`config.mk`:
```
export PLATFORM = sky130hd
export DESIGN_NAME = linked_list_drain_flat
export DESIGN_NICKNAME = d
export VERILOG_FILES = /design/src/rtl/linked_list_drain_if.sv /design/src/rtl/linked_list_drain.sv /design/src/flat_wrapper.sv
export SDC_FILE = /design/constraint.sdc
export NUM_CORES = 1
export LEC_CHECK = 0
export ABC_AREA = 0
export ABC_CLOCK_PERIOD_IN_PS = 7100
export CORE_MARGIN = 8
export CORE_UTILIZATION = 52
export CTS_BUF_LIST = sky130_fd_sc_hd__clkbuf_4 sky130_fd_sc_hd__clkbuf_8 sky130_fd_sc_hd__clkbuf_16
export CTS_CLUSTER_DIAMETER = 200
export DETAILED_ROUTE_END_ITERATION = 8
export MAX_ROUTING_LAYER = met4
export PLACE_DENSITY = 0.86
export SLEW_MARGIN = 30
export SYNTH_ARGS = -nofsm -noshare
export SYNTH_HDL_FRONTEND = slang
export SYNTH_SLANG_ARGS = --single-unit
```
`constraint.sdc`:
```
create_clock -name clk -period 7.1 [get_ports clk]
set_input_delay 1.065 -clock clk [delete_from_list [all_inputs] [get_ports clk]]
set_output_delay 1.065 -clock clk [all_outputs]
set_load 0.05 [all_outputs]
```
`src/rtl/linked_list_drain_if.sv`:
```
`default_nettype none
// ============================================================================
// Module   : linked_list_drain_if
// Purpose  : Bundles the control, LL RAM read, packet-release, emptylist-free
//            and result signals of linked_list_drain.
// Ports    : slave modport  -> used by the drain block
//            master modport -> used by the flow controller / environment
// Entry layout of ll_rd_data, MSB first:
//            valid(1) last(1) seq(32) len(16) next(LL_AWIDTH)
//            pktID(PKT_AWIDTH) flits(5) last_7_bytes(56)
// Revision : 1.0  initial release
// ============================================================================
interface linked_list_drain_if #(
    parameter int LL_AWIDTH  = 10,
    parameter int PKT_AWIDTH = 12
);
    localparam int c_ENTRY_W = 2 + 32 + 16 + LL_AWIDTH + PKT_AWIDTH + 5 + 56;

    logic                   start;
    logic [LL_AWIDTH-1:0]   head_ptr;
    logic [31:0]            exp_seq;
    logic                   busy;
    logic                   ll_rd;
    logic [LL_AWIDTH-1:0]   ll_rd_addr;
    logic [c_ENTRY_W-1:0]   ll_rd_data;
    logic                   pkt_valid;
    logic                   pkt_ready;
    logic [PKT_AWIDTH-1:0]  pkt_id;
    logic [4:0]             pkt_flits;
    logic [55:0]            pkt_last7;
    logic                   free_valid;
    logic                   free_ready;
    logic [LL_AWIDTH-1:0]   free_addr;
    logic                   done;
    logic [LL_AWIDTH-1:0]   new_head;
    logic                   list_empty;
    logic [31:0]            new_seq;
    logic [4:0]             drain_cnt;

    modport slave (
        input  start, head_ptr, exp_seq, ll_rd_data, pkt_ready, free_ready,
        output busy, ll_rd, ll_rd_addr, pkt_valid, pkt_id, pkt_flits, pkt_last7,
               free_valid, free_addr, done, new_head, list_empty, new_seq, drain_cnt
    );

    modport master (
        output start, head_ptr, exp_seq, ll_rd_data, pkt_ready, free_ready,
        input  busy, ll_rd, ll_rd_addr, pkt_valid, pkt_id, pkt_flits, pkt_last7,
               free_valid, free_addr, done, new_head, list_empty, new_seq, drain_cnt
    );
endinterface
`default_nettype wire

```
`src/rtl/linked_list_drain.sv`:
```
`default_nettype none
// ============================================================================
// Module   : linked_list_drain
// Purpose  : Walks a flow's out-of-order linked list from its head, releasing
//            every in-sequence node: descriptor goes downstream, node address
//            goes back to the emptylist, expected seq advances. Stops at a
//            gap, an invalid entry, the tail, or after MAX_DRAIN nodes, then
//            reports new head / new seq to the flow table.
// Ports    : clk, rst_n (async active-low)
//            bus (linked_list_drain_if.slave): start/head_ptr/exp_seq/busy,
//            ll_rd/ll_rd_addr/ll_rd_data, pkt_* handshake, free_* handshake,
//            done/new_head/list_empty/new_seq/drain_cnt results
// Revision : 1.0  initial release
// ============================================================================
module linked_list_drain #(
    parameter int LL_AWIDTH  = 10,
    parameter int PKT_AWIDTH = 12,
    parameter int RD_LATENCY = 2,
    parameter int MAX_DRAIN  = 16
) (
    input  wire logic           clk,
    input  wire logic           rst_n,
    linked_list_drain_if.slave  bus
);
    localparam int c_L7_LSB    = 0;
    localparam int c_FLITS_LSB = 56;
    localparam int c_PKT_LSB   = 61;
    localparam int c_NEXT_LSB  = c_PKT_LSB + PKT_AWIDTH;
    localparam int c_LEN_LSB   = c_NEXT_LSB + LL_AWIDTH;
    localparam int c_SEQ_LSB   = c_LEN_LSB + 16;
    localparam int c_LAST_BIT  = c_SEQ_LSB + 32;
    localparam int c_VALID_BIT = c_LAST_BIT + 1;
    localparam int c_ENTRY_W   = c_VALID_BIT + 1;
    localparam logic [4:0] c_MAX_CNT = 5'(MAX_DRAIN);

    typedef enum logic [2:0] {
        S_IDLE    = 3'd0,
        S_RD_REQ  = 3'd1,
        S_RD_WAIT = 3'd2,
        S_CHECK   = 3'd3,
        S_EMIT    = 3'd4,
        S_DONE    = 3'd5
    } state_t;

    state_t                  state_q, state_d;
    logic [LL_AWIDTH-1:0]    addr_q, addr_d;
    logic [31:0]             seq_q, seq_d;
    logic [4:0]              cnt_q, cnt_d;
    logic [c_ENTRY_W-1:0]    entry_q, entry_d;
    logic                    pkt_vld_q, pkt_vld_d;
    logic                    free_vld_q, free_vld_d;
    logic [RD_LATENCY-1:0]   rd_pipe_q;
    logic [LL_AWIDTH-1:0]    new_head_q, new_head_d;
    logic                    list_empty_q, list_empty_d;
    logic [31:0]             new_seq_q, new_seq_d;
    logic [4:0]              drain_cnt_q, drain_cnt_d;

    logic                    w_ll_rd;
    logic [RD_LATENCY:0]     w_rd_shift;
    logic                    w_rd_fire;
    logic                    w_e_valid;
    logic                    w_e_last;
    logic [31:0]             w_e_seq;
    logic [15:0]             w_e_len;
    logic [LL_AWIDTH-1:0]    w_e_next;
    logic [31:0]             w_seq_adv;
    logic [4:0]              w_cnt_inc;

    assign w_e_valid = entry_q[c_VALID_BIT];
    assign w_e_last  = entry_q[c_LAST_BIT];
    assign w_e_seq   = entry_q[c_SEQ_LSB +: 32];
    assign w_e_len   = entry_q[c_LEN_LSB +: 16];
    assign w_e_next  = entry_q[c_NEXT_LSB +: LL_AWIDTH];
    assign w_seq_adv = seq_q + {16'd0, w_e_len};
    assign w_cnt_inc = cnt_q + 5'd1;

    // The read pulse is delayed by RD_LATENCY cycles so the capture lines up
    // with the RAM's q output regardless of the configured latency.
    assign w_ll_rd    = (state_q == S_RD_REQ);
    assign w_rd_shift = {rd_pipe_q, w_ll_rd};
    assign w_rd_fire  = rd_pipe_q[RD_LATENCY-1];

    always_ff @(posedge clk or negedge rst_n) begin
        if (!rst_n) begin
            state_q      <= S_IDLE;
            addr_q       <= '0;
            seq_q        <= '0;
            cnt_q        <= '0;
            entry_q      <= '0;
            pkt_vld_q    <= 1'b0;
            free_vld_q   <= 1'b0;
            rd_pipe_q    <= '0;
            new_head_q   <= '0;
            list_empty_q <= 1'b0;
            new_seq_q    <= '0;
            drain_cnt_q  <= '0;
        end else begin
            state_q      <= state_d;
            addr_q       <= addr_d;
            seq_q        <= seq_d;
            cnt_q        <= cnt_d;
            entry_q      <= entry_d;
            pkt_vld_q    <= pkt_vld_d;
            free_vld_q   <= free_vld_d;
            rd_pipe_q    <= w_rd_shift[RD_LATENCY-1:0];
            new_head_q   <= new_head_d;
            list_empty_q <= list_empty_d;
            new_seq_q    <= new_seq_d;
            drain_cnt_q  <= drain_cnt_d;
        end
    end

    always_comb begin
        state_d      = state_q;
        addr_d       = addr_q;
        seq_d        = seq_q;
        cnt_d        = cnt_q;
        entry_d      = entry_q;
        pkt_vld_d    = pkt_vld_q;
        free_vld_d   = free_vld_q;
        new_head_d   = new_head_q;
        list_empty_d = list_empty_q;
        new_seq_d    = new_seq_q;
        drain_cnt_d  = drain_cnt_q;

        case (state_q)
            S_IDLE: begin
                if (bus.start) begin
                    addr_d  = bus.head_ptr;
                    seq_d   = bus.exp_seq;
                    cnt_d   = '0;
                    state_d = S_RD_REQ;
                end
            end
            S_RD_REQ: begin
                state_d = S_RD_WAIT;
            end
            S_RD_WAIT: begin
                if (w_rd_fire) begin
                    entry_d = bus.ll_rd_data;
                    state_d = S_CHECK;
                end
            end
            S_CHECK: begin
                new_head_d  = addr_q;
                new_seq_d   = seq_q;
                drain_cnt_d = cnt_q;
                if (!w_e_valid) begin
                    list_empty_d = 1'b1;
                    state_d      = S_DONE;
                end else if (w_e_seq != seq_q) begin
                    // Gap ahead or stale/overlapping node: leave it in place.
                    list_empty_d = 1'b0;
                    state_d      = S_DONE;
                end else begin
                    pkt_vld_d  = 1'b1;
                    free_vld_d = 1'b1;
                    state_d    = S_EMIT;
                end
            end
            S_EMIT: begin
                // Each side drops independently once accepted; the node is
                // only retired after both have been seen low.
                if (pkt_vld_q && bus.pkt_ready) begin
                    pkt_vld_d = 1'b0;
                end
                if (free_vld_q && bus.free_ready) begin
                    free_vld_d = 1'b0;
                end
                if (!pkt_vld_q && !free_vld_q) begin
                    seq_d       = w_seq_adv;
                    cnt_d       = w_cnt_inc;
                    new_seq_d   = w_seq_adv;
                    drain_cnt_d = w_cnt_inc;
                    new_head_d  = w_e_next;
                    if (w_e_last) begin
                        list_empty_d = 1'b1;
                        state_d      = S_DONE;
                    end else if (w_cnt_inc == c_MAX_CNT) begin
                        list_empty_d = 1'b0;
                        state_d      = S_DONE;
                    end else begin
                        addr_d  = w_e_next;
                        state_d = S_RD_REQ;
                    end
                end
            end
            S_DONE: begin
                state_d = S_IDLE;
            end
            default: begin
                state_d = S_IDLE;
            end
        endcase
    end

    assign bus.busy       = (state_q != S_IDLE);
    assign bus.ll_rd      = w_ll_rd;
    assign bus.ll_rd_addr = addr_q;
    assign bus.pkt_valid  = pkt_vld_q;
    assign bus.pkt_id     = entry_q[c_PKT_LSB +: PKT_AWIDTH];
    assign bus.pkt_flits  = entry_q[c_FLITS_LSB +: 5];
    assign bus.pkt_last7  = entry_q[c_L7_LSB +: 56];
    assign bus.free_valid = free_vld_q;
    assign bus.free_addr  = addr_q;
    assign bus.done       = (state_q == S_DONE);
    assign bus.new_head   = new_head_q;
    assign bus.list_empty = list_empty_q;
    assign bus.new_seq    = new_seq_q;
    assign bus.drain_cnt  = drain_cnt_q;
endmodule
`default_nettype wire

```
`src/flat_wrapper.sv`:
```
// flat-port wrapper written by rule: the top's interface ports become plain ports
module linked_list_drain_flat 
#(
    parameter int LL_AWIDTH  = 10,
    parameter int PKT_AWIDTH = 12,
    parameter int RD_LATENCY = 2,
    parameter int MAX_DRAIN  = 16
)
  (clk, rst_n, bus_start, bus_head_ptr, bus_exp_seq, bus_ll_rd_data, bus_pkt_ready, bus_free_ready, bus_busy, bus_ll_rd, bus_ll_rd_addr, bus_pkt_valid, bus_pkt_id, bus_pkt_flits, bus_pkt_last7, bus_free_valid, bus_free_addr, bus_done, bus_new_head, bus_list_empty, bus_new_seq, bus_drain_cnt);
  linked_list_drain_if #(.LL_AWIDTH(LL_AWIDTH), .PKT_AWIDTH(PKT_AWIDTH)) bus_i ();
  input  wire logic clk;
  input  wire logic rst_n;
  input wire logic [$bits(bus_i.start)-1:0] bus_start;
  input wire logic [$bits(bus_i.head_ptr)-1:0] bus_head_ptr;
  input wire logic [$bits(bus_i.exp_seq)-1:0] bus_exp_seq;
  input wire logic [$bits(bus_i.ll_rd_data)-1:0] bus_ll_rd_data;
  input wire logic [$bits(bus_i.pkt_ready)-1:0] bus_pkt_ready;
  input wire logic [$bits(bus_i.free_ready)-1:0] bus_free_ready;
  output wire logic [$bits(bus_i.busy)-1:0] bus_busy;
  output wire logic [$bits(bus_i.ll_rd)-1:0] bus_ll_rd;
  output wire logic [$bits(bus_i.ll_rd_addr)-1:0] bus_ll_rd_addr;
  output wire logic [$bits(bus_i.pkt_valid)-1:0] bus_pkt_valid;
  output wire logic [$bits(bus_i.pkt_id)-1:0] bus_pkt_id;
  output wire logic [$bits(bus_i.pkt_flits)-1:0] bus_pkt_flits;
  output wire logic [$bits(bus_i.pkt_last7)-1:0] bus_pkt_last7;
  output wire logic [$bits(bus_i.free_valid)-1:0] bus_free_valid;
  output wire logic [$bits(bus_i.free_addr)-1:0] bus_free_addr;
  output wire logic [$bits(bus_i.done)-1:0] bus_done;
  output wire logic [$bits(bus_i.new_head)-1:0] bus_new_head;
  output wire logic [$bits(bus_i.list_empty)-1:0] bus_list_empty;
  output wire logic [$bits(bus_i.new_seq)-1:0] bus_new_seq;
  output wire logic [$bits(bus_i.drain_cnt)-1:0] bus_drain_cnt;
  assign bus_i.start = bus_start;
  assign bus_i.head_ptr = bus_head_ptr;
  assign bus_i.exp_seq = bus_exp_seq;
  assign bus_i.ll_rd_data = bus_ll_rd_data;
  assign bus_i.pkt_ready = bus_pkt_ready;
  assign bus_i.free_ready = bus_free_ready;
  assign bus_busy = bus_i.busy;
  assign bus_ll_rd = bus_i.ll_rd;
  assign bus_ll_rd_addr = bus_i.ll_rd_addr;
  assign bus_pkt_valid = bus_i.pkt_valid;
  assign bus_pkt_id = bus_i.pkt_id;
  assign bus_pkt_flits = bus_i.pkt_flits;
  assign bus_pkt_last7 = bus_i.pkt_last7;
  assign bus_free_valid = bus_i.free_valid;
  assign bus_free_addr = bus_i.free_addr;
  assign bus_done = bus_i.done;
  assign bus_new_head = bus_i.new_head;
  assign bus_list_empty = bus_i.list_empty;
  assign bus_new_seq = bus_i.new_seq;
  assign bus_drain_cnt = bus_i.drain_cnt;
  linked_list_drain #(.LL_AWIDTH(LL_AWIDTH), .PKT_AWIDTH(PKT_AWIDTH), .RD_LATENCY(RD_LATENCY), .MAX_DRAIN(MAX_DRAIN)) u_core (.clk(clk), .rst_n(rst_n), .bus(bus_i));
endmodule
```
[After elaboration in Yosys (flattened, before gate mapping)]
Cells that the tools add are included.
Storage, ports and cells
  logic and storage cells: 84
  register bits: 235
  output and inout bits: 146
Cells by class
  reduce and logical (&&, ||, !) cells: 17
  muxes and demuxes: 35
  $add $sub $neg: 2
  equality and inequality tests: 18
Operator list (count)
  one-hot mux 32 bit (2 select lines): 2
  2-to-1 mux 32 bit: 2
  2-to-1 mux 10 bit: 5
  one-hot mux 10 bit (2 select lines): 2
  adder 32 x 16 -> 32 bit: 1
  inequality test 32 bit: 1
  one-hot mux 5 bit (2 select lines): 2
  2-to-1 mux 3 bit: 6
  one-hot mux 3 bit (5 select lines): 1
  AND reduction 4 bit: 3
  2-to-1 mux 1 bit: 10
  2-to-1 mux 5 bit: 2
  inequality test 2 x 1 -> 1 bit (second input constant): 5
  inequality test 2 bit (second input constant): 4
  == test 3 x 2 -> 1 bit (second input constant): 2
  == test 3 bit (second input constant): 2
  one-hot mux 1 bit (2 select lines): 3
  AND reduction 3 bit: 2
  adder 5 x 1 -> 5 bit (second input constant): 1
  == test 5 bit (second input constant): 1
  AND reduction 5 bit: 1
  AND reduction 2 bit: 2
  nonzero test 2 bit: 2
  == test 3 x 1 -> 1 bit (second input constant): 1
  6 further kinds: 9

[Longest topological paths before layout]
Gate-level depths: netlist of the first run.
  word-level depth: 6
  mapped depth: 10
  mapped depth without buffers: 9

[Worst setup path before layout of the first run]
OpenSTA, ideal clock, no wires.
  path kind: reg-to-output
  from: register u_core.state_q[2]
  to: output bus_ll_rd
  cell stages (with the launch flop): 4
  buffers on the path: 2
  arrival: 1.921 ns
  data required time: 6.035 ns
  slack: 4.114 ns
  cell sequence: dfrtp_1 > clkbuf_1 > clkbuf_1 > nor3b_1
On the way
  word-level cells in the longest chain between the ends: 1
Ends and longest elaborated chain
  start: declaration: RTL line linked_list_drain.sv:45  | state_t state_q, state_d;
  start signal: assignment: RTL line linked_list_drain.sv:98  | state_q <= state_d;
  == test 3 x 1 -> 1 bit: RTL line linked_list_drain.sv:79  | assign w_ll_rd = (state_q == S_RD_REQ);
  end: declaration: RTL line flat_wrapper.sv:20  | output wire logic [$bits(bus_i.ll_rd)-1:0] bus_ll_rd;
No other way between the ends.

[Final worst setup path of the first run]
  from: register u_core.state_q[2]
  to: output bus_done
On the way
  word-level cells in the longest chain between the ends: 1
Ends and longest elaborated chain
  == test 3 bit: RTL line linked_list_drain.sv:206  | assign bus.done = (state_q == S_DONE);
  end: declaration: RTL line flat_wrapper.sv:28  | output wire logic [$bits(bus_i.done)-1:0] bus_done;
No other way between the ends.

==> impl_metrics.ini, run 1 <==
[power]
power.clock.fraction_pct = 15.6
power_switching_mw = 4.04
seq_power_share_pct = 29.4
max-vdd-ir-drop_mv = 0.315
p_int_mw = 4.64
p_leak_nw = 6.27
swShare_pct = 46.5
powerDensity_nw_per_um2 = 564
power_frac_comb_pct = 55.1

[detailed_routing]
drt-vias-per-instance = 5.63
antenna_left = 0
drc_errors = 0
routed_wl_um = 33400
wl_per_cell_um = 20.8
vias = 9051
drt_iter0_drc = 828
first_pass_iters = 5

[sta]
period_minus_slack_ps = 3650
holdWs_ps = 349
skew_ps = 12.2
rsz0062_at_grt = false
min_period_over_period_pct = 51.5
hold_viol = 0
tightest_slew_ps = 799
final_max_slew_viol_count = 0
setup_viol = 0
setup_tns_ps = 0
clock.fmax_mhz = 274
slew-limit-headroom_pct = 46.5

[global_routing]
grt_overflow = 0
grt_use_total_pct = 24.3
antenna_found_initial = 2
grt_pass1_wl_um = 53000
grt_max_degree = 92
grt_pass1_vias = 9351

[logic_synthesis]
synth_flop_cell = dfrtp_1
yosysTopAreaCellShare_pct = 50.5
ys_ff_latch = 235
ys_warn_count = 0
synth_edf_count = 0
synth-async-reset-ratio_pct = 100
yosysTopAreaCell = dfrtp_1
synth_nets = 1289
syn_avg_cell_area_sq_um = 10.7
syn-instance-count = 1090
synth_area_leaders = dfrtp_1, mux2_2, buf_4
syn_area_sq_um = 11600
synth_cell_types = 64
seq_area_frac_synth_pct = 50.5

[clock_tree]
postCtsHoldBufs = 0
cts_root_buffer = clkbuf_16
postCtsSetupBuffers = 0
numClockSinks = 235
cts_tree = done
ctsResizeCount = 0
htree_levels = 1
cts-buffers-inserted = 25
clk-insertion-delay-late_ps = 530
cts.clk_slew.worst_paths_ps = 60
cts_buffer_depth = 3

[critical_path]
cp.arrival_ps = 2590
cp.required_ps = 6030
r2r-end = u_core.bus.new_seq[15]
worst_r2r_path_depth = 8
rrSetupSlack_ps = 3680
critical_path.endpoint = bus_done
crit_path_end_kind = output port
setup.worst_path.start_class = flop
startpoint = u_core.state_q[2]
crit_fanout = 22
critPathKind = reg -> out
r2r-start = u_core.state_q[0]

[final_layout]
register_area_sq_um = 5880
area_growth_pct = 32.3
final_cell_area_sq_um = 15400
multi_input_comb_area_sq_um = 4870
final_common_cell = clkdlybuf4s50_1
nFillCells = 1550
drive_gt1_share_pct = 15.2
nets = 1508
fin_util_pct = 70.3
final_cell_mix = clkdlybuf4s50_1, dfrtp_1, mux2_2

[min_path]
hold_class = reg -> reg

[placed_design]
place_hpwl_um = 24800
place_congestion = 0.951
portBuffers = 325
place_area_sq_um = 14500

[die]
die-width_um = 166
io_pins = 326
die_area_sq_um = 27400
num_rows = 54
start_util_pct = 53.2
die-height_um = 166
core-area_sq_um = 21900

[job]
cap_violations = 0

[run_status]
status = completed
==> sequential cells by signal, indices dropped and copies added, names as in the netlist <==
register,flops
u_core.bus.drain_cnt,5
u_core.bus.free_addr,10
u_core.bus.free_valid,1
u_core.bus.list_empty,1
u_core.bus.new_head,10
u_core.bus.new_seq,32
u_core.bus.pkt_valid,1
u_core.cnt_q,5
u_core.entry_q,133
u_core.rd_pipe_q,2
u_core.seq_q,32
u_core.state_q,3
==> worst max-delay path, stage by stage (launching register included) <==
cell and delay (ps):
dfrtp_1 760, nor2b_1 290, and2_1 150, clkdlybuf4s50_1 860
==> per-layer routing <==
layer  routed length, um  share of wire (%)  global-route usage, %  vias to the layer above
met4                1370                4.1                   9.29                        0
li1                    -                  -                      -                     4195
met5                   0                  0                      -                        -
met2               15800                 47                   38.8                      438
met1               13700                 41                   29.8                     4338
met3                2610                7.8                   5.56                       80
==> power by group through the flow <==
| stage | Combinational [mW] | Clock, mW | Sequential, mW |
|---|---|---|---|
| 5_1_grt | 5.08 | 1.44 | 2.64 |
| 2_1_floorplan | 3.26 | 0 | 2.82 |
| 4_1_cts | 4.79 | 1.38 | 2.54 |
| 3_3_place_gp | 4.65 | 0 | 2.53 |
| 6_report | 4.78 | 1.35 | 2.55 |
| 3_5_place_dp | 4.76 | 0 | 2.56 |
==> worst min path at each step <==
| stage | start | end | slack, ps | depth (start not counted) |
|---|---|---|---|---|
| after detailed placement | u_core.rd_pipe_q[0] | u_core.rd_pipe_q[1] | 340 | 0 |
| after global routing | u_core.rd_pipe_q[0] | u_core.rd_pipe_q[1] | 370 | 0 |
| after CTS | u_core.rd_pipe_q[0] | u_core.rd_pipe_q[1] | 350 | 0 |
| after floorplan | u_core.rd_pipe_q[0] | u_core.rd_pipe_q[1] | 330 | 0 |
| after global placement | u_core.rd_pipe_q[0] | u_core.rd_pipe_q[1] | 330 | 0 |
| final | u_core.rd_pipe_q[0] | u_core.rd_pipe_q[1] | 350 | 0 |
==> per-stage QoR <==
stage | instances | power (mW) | setup WS, ps
floorplan | 1090 | 6.08 | 4110
global placement | 1559 | 7.17 | 3070
detailed placement | 1560 | 7.32 | 3240
CTS | 1603 | 8.71 | 3460
global route | 1607 | 9.16 | 3370
finish | 1607 | 8.68 | 3450
==> cell type report <==
type	instances	share of cell area, %
Antenna cell	2	0.0325
Clock buffer	35	4.75
Clock inverter	8	0.788
Inverter	10	0.244
Multi-Input combinational cell	699	31.6
Sequential cell	235	38.2
Tap cell	280	2.28
Timing Repair Buffer	338	22.1
==> synth_stat cells (3+ instances only) <==
master,count
or3_1,6
nand2_1,100
buf_2,14
a211oi_1,12
buf_1,5
a21o_1,6
o21a_1,7
o31ai_1,8
and2_1,4
nor2_1,67
o21ai_0,63
dfrtp_1,235
a311oi_1,7
nor3_1,18
nor2b_1,3
nand4_1,16
a21oi_1,85
mux2_2,133
nand3_1,5
o21ai_1,5
xor2_1,11
ha_1,18
buf_4,83
o41ai_1,3
a31oi_1,9
inv_1,9
xnor2_1,48
clkbuf_1,42
nor4_1,10
and3_1,18
==> kinds of logic (layout without fill, tap and decap cells) <==
kind of cell	Yosys count	in the layout	share of synthesized area, %
simple gates	257	257	10.1
flops	235	235	50.5
compound gates	229	229	11.8
buf+inv	156	391	7.93
mux	134	134	13.0
xor+xnor	60	60	4.58
fa+ha+maj	19	19	2.11
other cells	0	2	0
Power figures use the tool's default switching activity.
==> inputs of run 2 (changes only) <==
- ABC_CLOCK_PERIOD_IN_PS: 7100 -> 3500
- CORE_UTILIZATION: 52 -> 49
- PLACE_DENSITY: 0.86 -> 0.82
- clock period: 7.1 -> 3.5 ns (I/O delays scaled with it)
==> impl_metrics.ini, run 2 (synthesis gave the netlist of run 1 again) <==
[placed_design]
portBuffers = 325
place_inst = 1609
place_hpwl_um = 25700
place_congestion = 0.920

[sta]
hold_viol = 0
min_period_over_period_pct = 83.3
tightest_slew_ps = 897
skew_ps = 11.1
setup_viol = 0
final_max_slew_viol_count = 0
setup_tns_ps = 0
holdWs_ps = 4.27
rsz0062_at_grt = false
period_minus_slack_ps = 2910
slew-limit-headroom_pct = 40.2
clock.fmax_mhz = 343

[final_layout]
largest_register = u_core.entry_q
drive_gt1_share_pct = 15.7
largest_register_ffs = 133
antenna_cells = 0
nets = 1516
final_common_cell = clkdlybuf4s50_1
finalNonFillerCells = 1653
area_growth_pct = 32.7
final_cell_mix = clkdlybuf4s50_1, dfrtp_1, mux2_2
fin_util_pct = 66.0

[die]
io_pins = 326
die-width_um = 170
start_util_pct = 49.7
core-area_sq_um = 23400
num_rows = 56
die_area_sq_um = 28900
die-height_um = 170

[clock_tree]
ctsResizeCount = 0
cts.clk_slew.worst_paths_ps = 60
cts_tree = done
postCtsSetupBuffers = 0
cts_buffer_depth = 3
numClockSinks = 235
clk-insertion-delay-late_ps = 520
htree_levels = 1
cts_root_buffer = clkbuf_16
postCtsHoldBufs = 0
cts-buffers-inserted = 25

[critical_path]
cp.arrival_ps = 2390
r2r-start = u_core.seq_q[0]
timing.critical_path.buf_inv = 1
crit_path_end_kind = output port
max_stage_delay_ps = 890
rrSetupSlack_ps = 670
setup.worst_path.start_class = flop
cp.depth = 2
crit_slowest_cell = clkdlybuf4s50_1
crit_fanout = 12
worst_r2r_path_depth = 10
r2r-end = u_core.seq_q[28]
critPathKind = reg -> out
crit_chain = nor3b_1 -> clkdlybuf4s50_1
path_delay_family = buffers and inverters
cp.required_ps = 2970

[detailed_routing]
first_pass_iters = 5
antenna_left = 0
vias = 9184
wl_per_cell_um = 21.0
routed_wl_um = 34700
drt_iter0_drc = 799
drc_errors = 0
drt-vias-per-instance = 5.56

[run_status]
status = completed

[global_routing]
grt_pass1_vias = 9362
grt_pass1_wl_um = 53500
grt_use_total_pct = 24.0
antenna_found_initial = 0
grt_overflow = 0
grt_max_degree = 98

[job]
cap_violations = 0

[power]
powerDensity_nw_per_um2 = 1140
p_leak_nw = 6.29
max-vdd-ir-drop_mv = 0.620

[min_path]
hold_class = in -> async
==> run 2: cell count changes in the layout (fill, tap and decap cells not counted), sizes merged <==
| cell | change |
|---|---|
| buf | +8 |
| bufinv | -2 |
| clkbuf | +2 |
| diode | -2 |
| clkinvlp | +1 |
==> run 2: worst max-delay path by stage <==
stage	start	end
floorplan	u_core.seq_q[0]	u_core.seq_q[28]
global placement	u_core.seq_q[0]	u_core.seq_q[28]
detailed placement	u_core.seq_q[0]	u_core.seq_q[28]
CTS	u_core.state_q[0]	bus_ll_rd
global route	u_core.seq_q[0]	u_core.seq_q[24]
finish	u_core.state_q[0]	bus_ll_rd
==> run 2: area by class of cell <==
type / count / area, sq um
clock buffers: 37 / 753
inverters: 10 / 37.5
fillers: 1849 / 7960
well taps: 319 / 399
flip-flops and latches: 235 / 5880
multi-input cells: 699 / 4860
repair buffers: 346 / 3440
clock inverters: 7 / 68.8
==> run 2: stage by stage <==
step	cell area [sq um]	total power [mW]	worst slack, ps
3_5_place_dp	14600	15.0	699
3_3_place_gp	14600	14.8	777
2_1_floorplan	11600	12.3	884
4_1_cts	15400	17.7	562
6_report	15400	17.6	586
5_1_grt	15400	18.6	412
==> run 2: layer usage <==
layer | vias up | part of all wire, % | global-route usage [%]
met3 | 54 | 7.0 | 4.61
met1 | 4548 | 41 | 29.5
met5 | - | 0 | -
li1 | 4200 | - | -
met4 | 0 | 2.5 | 5.99
met2 | 382 | 49 | 40.2
==> run 2: report_power, final <==
group          internal, mW  switching (mW)
logic                  3.74            6.08
clock network          1.56            1.06
registers              4.04            1.13
total                  9.34            8.27
